## config.mk

```make
export PLATFORM = sky130hd
export DESIGN_NAME = vga_timing_gen
export DESIGN_NICKNAME = d
export VERILOG_FILES = /design/src/rtl/vga_timing_pkg.sv /design/src/rtl/wrap_counter.sv /design/src/rtl/vga_timing_gen.sv
export SDC_FILE = /design/constraint.sdc
export NUM_CORES = 1
export LEC_CHECK = 0
export ABC_CLOCK_PERIOD_IN_PS = 5230
export BUFFER_PORTS_ARGS = -buffer_cell sky130_fd_sc_hd__buf_2
export CORE_ASPECT_RATIO = 1.25
export CORE_MARGIN = 2
export CORE_UTILIZATION = 50
export DETAILED_ROUTE_END_ITERATION = 10
export PLACE_DENSITY = 0.75
export SLEW_MARGIN = 20
export SYNTH_ARGS = -nofsm -noshare
export SYNTH_HDL_FRONTEND = slang
export SYNTH_SLANG_ARGS = --single-unit
export TNS_END_PERCENT = 50
```

## constraint.sdc

```tcl
create_clock -name vga_clk -period 5.23 [get_ports vga_clk]
set_clock_uncertainty 0.15 [all_clocks]
set_input_delay 0.7845 -clock vga_clk [delete_from_list [all_inputs] [get_ports vga_clk]]
set_output_delay 0.7845 -clock vga_clk [all_outputs]
set_load 0.02 [all_outputs]
```

## src/rtl/vga_timing_pkg.sv

```systemverilog
// Shared VGA 640x480@60 timing constants and the coordinate type used by
// the timing generator and every pixel renderer.
package vga_timing_pkg;

  localparam int unsigned COORD_W = 10;
  typedef logic [COORD_W-1:0] coord_t;

  localparam int unsigned H_VISIBLE = 640;
  localparam int unsigned H_FRONT   = 16;
  localparam int unsigned H_SYNC    = 96;
  localparam int unsigned H_BACK    = 48;
  localparam int unsigned H_TOTAL   = H_VISIBLE + H_FRONT + H_SYNC + H_BACK;

  localparam int unsigned V_VISIBLE = 480;
  localparam int unsigned V_FRONT   = 10;
  localparam int unsigned V_SYNC    = 2;
  localparam int unsigned V_BACK    = 33;
  localparam int unsigned V_TOTAL   = V_VISIBLE + V_FRONT + V_SYNC + V_BACK;

  // Sync windows are half-open: START is the first sync cycle, END the first after it.
  localparam int unsigned H_SYNC_START = H_VISIBLE + H_FRONT;
  localparam int unsigned H_SYNC_END   = H_SYNC_START + H_SYNC;
  localparam int unsigned V_SYNC_START = V_VISIBLE + V_FRONT;
  localparam int unsigned V_SYNC_END   = V_SYNC_START + V_SYNC;

  // True when lo <= v < hi, all unsigned 10-bit.
  function automatic logic in_span(coord_t v, coord_t lo, coord_t hi);
    return (v >= lo) && (v < hi);
  endfunction

endpackage

```

## src/rtl/wrap_counter.sv

```systemverilog
// Modulo-N counter with enable. Exposes its next value so downstream decode
// can be registered in step with the count, and a wrap flag that is high in
// the cycle whose enabled edge returns the count to zero.
module wrap_counter
  import vga_timing_pkg::*;
#(
  parameter int unsigned       Modulus  = 800,
  parameter int unsigned       Width    = COORD_W,
  parameter logic [Width-1:0]  ResetVal = Width'(Modulus - 1)
) (
  input  logic             clk_i,
  input  logic             rst_i,
  input  logic             en_i,
  output logic [Width-1:0] count_o,
  output logic [Width-1:0] next_o,
  output logic             wrap_o
);

  localparam logic [Width-1:0] Last = Width'(Modulus - 1);

  logic [Width-1:0] count_q, count_d;
  logic             wrap;

  // Next-count and wrap detection.
  always_comb begin
    wrap    = en_i && (count_q == Last);
    count_d = count_q;
    if (en_i) begin
      count_d = wrap ? '0 : count_q + 1'b1;
    end
  end

  // Count register; reset parks on the last value so the first edge lands on zero.
  always_ff @(posedge clk_i or posedge rst_i) begin
    if (rst_i) begin
      count_q <= ResetVal;
    end else begin
      count_q <= count_d;
    end
  end

  assign count_o = count_q;
  assign next_o  = count_d;
  assign wrap_o  = wrap;

endmodule

```

## src/rtl/vga_timing_gen.sv

```systemverilog
// VGA raster timing generator: pixel/line counters, registered sync and blank
// decode aligned with DrawX/DrawY, a frame-start strobe and a frame counter.
module vga_timing_gen #(
  parameter int unsigned H_VISIBLE = vga_timing_pkg::H_VISIBLE,
  parameter int unsigned H_FRONT   = vga_timing_pkg::H_FRONT,
  parameter int unsigned H_SYNC    = vga_timing_pkg::H_SYNC,
  parameter int unsigned H_BACK    = vga_timing_pkg::H_BACK,
  parameter int unsigned V_VISIBLE = vga_timing_pkg::V_VISIBLE,
  parameter int unsigned V_FRONT   = vga_timing_pkg::V_FRONT,
  parameter int unsigned V_SYNC    = vga_timing_pkg::V_SYNC,
  parameter int unsigned V_BACK    = vga_timing_pkg::V_BACK
) (
  input  logic                   vga_clk,
  input  logic                   reset,
  output vga_timing_pkg::coord_t DrawX,
  output vga_timing_pkg::coord_t DrawY,
  output logic                   hs,
  output logic                   vs,
  output logic                   blank,
  output logic                   frame_start,
  output logic [15:0]            frame_count
);

  import vga_timing_pkg::*;

  localparam int unsigned HTotal = H_VISIBLE + H_FRONT + H_SYNC + H_BACK;
  localparam int unsigned VTotal = V_VISIBLE + V_FRONT + V_SYNC + V_BACK;

  if (HTotal > 1024 || VTotal > 1024) begin : gen_bad_params
    $error("vga_timing_gen: H_TOTAL and V_TOTAL must not exceed 1024");
  end

  localparam coord_t HVis       = coord_t'(H_VISIBLE);
  localparam coord_t VVis       = coord_t'(V_VISIBLE);
  localparam coord_t HSyncStart = coord_t'(H_VISIBLE + H_FRONT);
  localparam coord_t HSyncEnd   = coord_t'(H_VISIBLE + H_FRONT + H_SYNC);
  localparam coord_t VSyncStart = coord_t'(V_VISIBLE + V_FRONT);
  localparam coord_t VSyncEnd   = coord_t'(V_VISIBLE + V_FRONT + V_SYNC);

  coord_t hc_q, hc_d, vc_q, vc_d;
  logic   h_wrap, v_wrap;

  wrap_counter #(
    .Modulus (HTotal),
    .Width   (COORD_W)
  ) u_hcnt (
    .clk_i   (vga_clk),
    .rst_i   (reset),
    .en_i    (1'b1),
    .count_o (hc_q),
    .next_o  (hc_d),
    .wrap_o  (h_wrap)
  );

  wrap_counter #(
    .Modulus (VTotal),
    .Width   (COORD_W)
  ) u_vcnt (
    .clk_i   (vga_clk),
    .rst_i   (reset),
    .en_i    (h_wrap),
    .count_o (vc_q),
    .next_o  (vc_d),
    .wrap_o  (v_wrap)
  );

  logic        hs_q, hs_d;
  logic        vs_q, vs_d;
  logic        blank_q, blank_d;
  logic        frame_start_q, frame_start_d;
  logic [15:0] frame_count_q, frame_count_d;

  // Decode the upcoming pixel so the registered outputs match DrawX/DrawY.
  // A vertical wrap means the next pixel is (0,0).
  always_comb begin
    hs_d          = ~in_span(hc_d, HSyncStart, HSyncEnd);
    vs_d          = ~in_span(vc_d, VSyncStart, VSyncEnd);
    blank_d       = (hc_d < HVis) && (vc_d < VVis);
    frame_start_d = v_wrap;
    frame_count_d = frame_count_q;
    if (v_wrap) begin
      frame_count_d = frame_count_q + 16'd1;
    end
  end

  // Output registers.
  always_ff @(posedge vga_clk or posedge reset) begin
    if (reset) begin
      hs_q          <= 1'b1;
      vs_q          <= 1'b1;
      blank_q       <= 1'b0;
      frame_start_q <= 1'b0;
      frame_count_q <= 16'd0;
    end else begin
      hs_q          <= hs_d;
      vs_q          <= vs_d;
      blank_q       <= blank_d;
      frame_start_q <= frame_start_d;
      frame_count_q <= frame_count_d;
    end
  end

  assign DrawX       = hc_q;
  assign DrawY       = vc_q;
  assign hs          = hs_q;
  assign vs          = vs_q;
  assign blank       = blank_q;
  assign frame_start = frame_start_q;
  assign frame_count = frame_count_q;

endmodule

```

==> run_results.csv <==
group,metric,value,unit
run_status,status,"complete, no violations",
pwr,power,0.5227,mW
drt,dr_total_vias,1587,
global_route,grt_pass1_wl,6734,um
drt,postRouteAntennaNets,0,
synthesis,synth_cell_types,48,
die,start_util,0.5198,
finish,drive_gt1_frac,0.3475,
sta,setup_tns,0,ns
global_route,antenna_found_initial,0,
die,dieArea,0.004803,mm^2
sta,rsz0062_at_grt,"false",
clocking,numCtsBuffers,5,
worst_hold_path,hold_class,"flip-flop to flip-flop",
pwr,p_clk_frac,0.395,
clocking,clk_latency,0.28,ns
synthesis,yosysWarnings,0,
drt,post_drt_via_cell_ratio,5.435,
global_route,grt_pass1_vias,1468,
worst_setup_path,critPathArrivalTime,2.75,ns
sta,min_period,2.697,ns
worst_setup_path,crit_chain,"ha_1 > and4_4 > and3_1 > nand3_1 > nor3_1 > xnor2_1",
die,die_w,62.39,um
synthesis,synth_edf_count,0,
finish,fin_nets,242,
synthesis,synth_top_cell_by_area,"dfrtp_1",
worst_setup_path,endpoint_kind,"flip-flop",
worst_setup_path,cpPeakStageDelay,0.60,ns
synthesis,ys.flop_type,"dfrtp_1",
die,pin_count,42,
placed_design,dp_hpwl,2881,um
synthesis,ys_top_cells_by_area,"dfrtp_1 (33%), dfstp_2 (15%), xnor2_1 (7.0%)",
clocking,cts_hold_buf,0,
sta,relSlewSlack,0.6172,
worst_setup_path,worstPathRequired,5.28,ns
sta,report.final.setup_viol,0,
drt,drc_errors,0,
pwr,power_density,212.1,mW/mm^2
clocking,cts_max_level,2,
clocking,clk_pin_slew,0.07,ns
pwr,internal-power,0.4156,mW
synthesis,ys_seq_elements,40,
pwr,leakage,1.196,nW
finish,layout.cells.most_common,"buf_2",
worst_setup_path,crit_type,"flip-flop to flip-flop",
finish,syn2layout_area_growth,15.68,%
pwr,pwr-share-comb,0.013,
global_route,grt.total_usage,0.1778,
synthesis,syn_inst,192,
drt,wl,3959,um
finish,fillers,371,
worst_setup_path,cp_slowest_cell,"dfstp_2",
synthesis,syn-cell-area,0.002131,mm^2
placed_design,port_buffers,41,
finish,num_antenna_cells,0,
drt,drtIter0Drc,75,
clocking,cts_num_sinks,40,
sta,fmax,0.3707,GHz
synthesis,synth_fp_nets,199,
placed_design,globalplace.congestion,0.8369,
die,num_rows,26,
worst_setup_path,path_max_fanout,15,
clocking,cts_resized,0,
die,die_h,76.99,um
sta,tightest_slew,0.5742,ns
finish,final_cell_mix,"buf_2 (41), dfrtp_1 (28), nand2_1 (19)",
drt,drtPass1Iterations,4,
synthesis,ys_async_sr_fraction,1.000,
sta,drv_slew,0,
pwr,p_switching,0.1071,mW
synthesis,synth_top_area_frac,0.3288,
global_route,grt_overflow,0,
clocking,post-cts-setup-buffers,0,
synthesis,avgSynthCellArea,11.10,um^2
pwr,seqPwrFrac,0.592,
synthesis,seq_area_frac_synth,0.4768,
global_route,grt_max_degree,41,
finish,seqCellArea,0.001016,mm^2
sta,hold_viol,0,
drt,routedWlPerCell,13.56,um
run,max_cap_viol_count,0,
clocking,cts_buffer_depth,2,
finish,multi_input_area,0.001047,mm^2
pwr,p_sw_frac,0.2049,
worst_setup_path,crit_path_start_kind,"flip-flop",
pwr,vdd_drop_max,0.0001814,V
sta,fin_crit_sh,0.5158,
clocking,cts_tree,"built",
die,core,0.004099,mm^2
clocking,cts_root_buffer,"clkbuf_8",
[power by group through the flow]
stage	Combinational, mW	Clock (mW)	Sequential [mW]
floorplan	0.00447	0	0.315
global placement	0.00702	0	0.315
detailed placement	0.00714	0	0.315
CTS	0.00715	0.216	0.309
global route	0.00807	0.231	0.309
finish	0.00656	0.207	0.310
[worst max-delay path, delay by kind of cell (launching register included)]
| family | cells | cell delay, ns |
|---|---|---|
| and+or+nand+nor | 4 | 1.40 |
| DFF | 1 | 0.60 |
| adders and majority gates | 1 | 0.29 |
| xor gates and xnor gates | 1 | 0.18 |
[state kept, by name, summed over array words and instances, names as in the netlist]
| register | flops |
|---|---|
| u_vcnt.count_o | 10 |
| blank | 1 |
| hs | 1 |
| frame_count | 16 |
| vs | 1 |
| u_hcnt.count_o | 10 |
| frame_start | 1 |
[layer usage]
layer / vias up / part of all wire / track usage
met3: 7 / 0.047 / 0.04106
met2: 44 / 0.49 / 0.2946
met1: 770 / 0.44 / 0.2245
met4: 0 / 0.020 / 0.07333
met5: - / 0 / 0
li1: 766 / - / -
[cell usage after synthesis (2+ instances only)]
master	n
a211oi_1	2
a21oi_1	2
a31oi_1	2
and3_1	5
and4_4	3
buf_2	3
buf_4	2
dfrtp_1	28
dfstp_2	12
ha_1	5
inv_1	7
nand2_1	19
nand3_1	14
nand4_1	5
nand4_4	2
nand4b_1	3
nor2_1	11
nor3_1	2
nor3b_2	3
nor4_1	2
nor4b_4	2
o21ai_0	5
or3_1	2
xnor2_1	17
xor2_1	11
[area by class of cell]
type	count	area share
timing repair buffer	42	0.08629
clock buffer	6	0.03350
multi-input combinational	139	0.4249
tap	56	0.02843
clock inverter	2	0.004061
sequential	40	0.4122
inverter	7	0.01066
[path summary, 6_finish.rpt]
| kind | startpoint | end | slack, ns | cells past startpoint |
|---|---|---|---|---|
| max | u_hcnt.count_o[0]$_DFF_PP1_ | frame_count[7]$_DFFE_PP0P_ | 2.53 | 6 |
| min | frame_count[15]$_DFFE_PP0P_ | frame_count[15]$_DFFE_PP0P_ | 0.33 | 1 |
| max reg2reg | u_hcnt.count_o[0]$_DFF_PP1_ | frame_count[7]$_DFFE_PP0P_ | 2.53 | 6 |
| min reg2reg | frame_count[15]$_DFFE_PP0P_ | frame_count[15]$_DFFE_PP0P_ | 0.33 | 1 |
| max in group asynchronous | reset | u_hcnt.count_o[3]$_DFF_PP1_ | 4.11 | 3 |
| min in group asynchronous | reset | frame_count[11]$_DFFE_PP0P_ | 0.46 | 3 |
[cells by family after synthesis]
logic type | after synthesis | share of synthesized area
multiplexers | 3 | 0.01527
buffers and inverters | 13 | 0.03171
AO/OA/AOI/OAI | 19 | 0.06224
flip-flops | 40 | 0.4768
adder cells (fa/ha/maj) | 5 | 0.02936
AND/OR/NAND/NOR | 84 | 0.2695
XOR/XNOR | 28 | 0.1151
[metrics by stage]
stage               hold slack [ns]  cells    util  area, um^2  worst slack, ns
floorplan                    0.4059    192       -        2131            2.966
CTS                          0.3327    292  0.6013        2465            2.562
detailed placement           0.3196    284  0.5788        2372            2.584
finish                       0.3251    292  0.6013        2465            2.533
global placement             0.3057    284  0.5788        2372            2.719
global route                 0.3427    292  0.6013        2465            2.386
(Power assumes the default switching activity.)
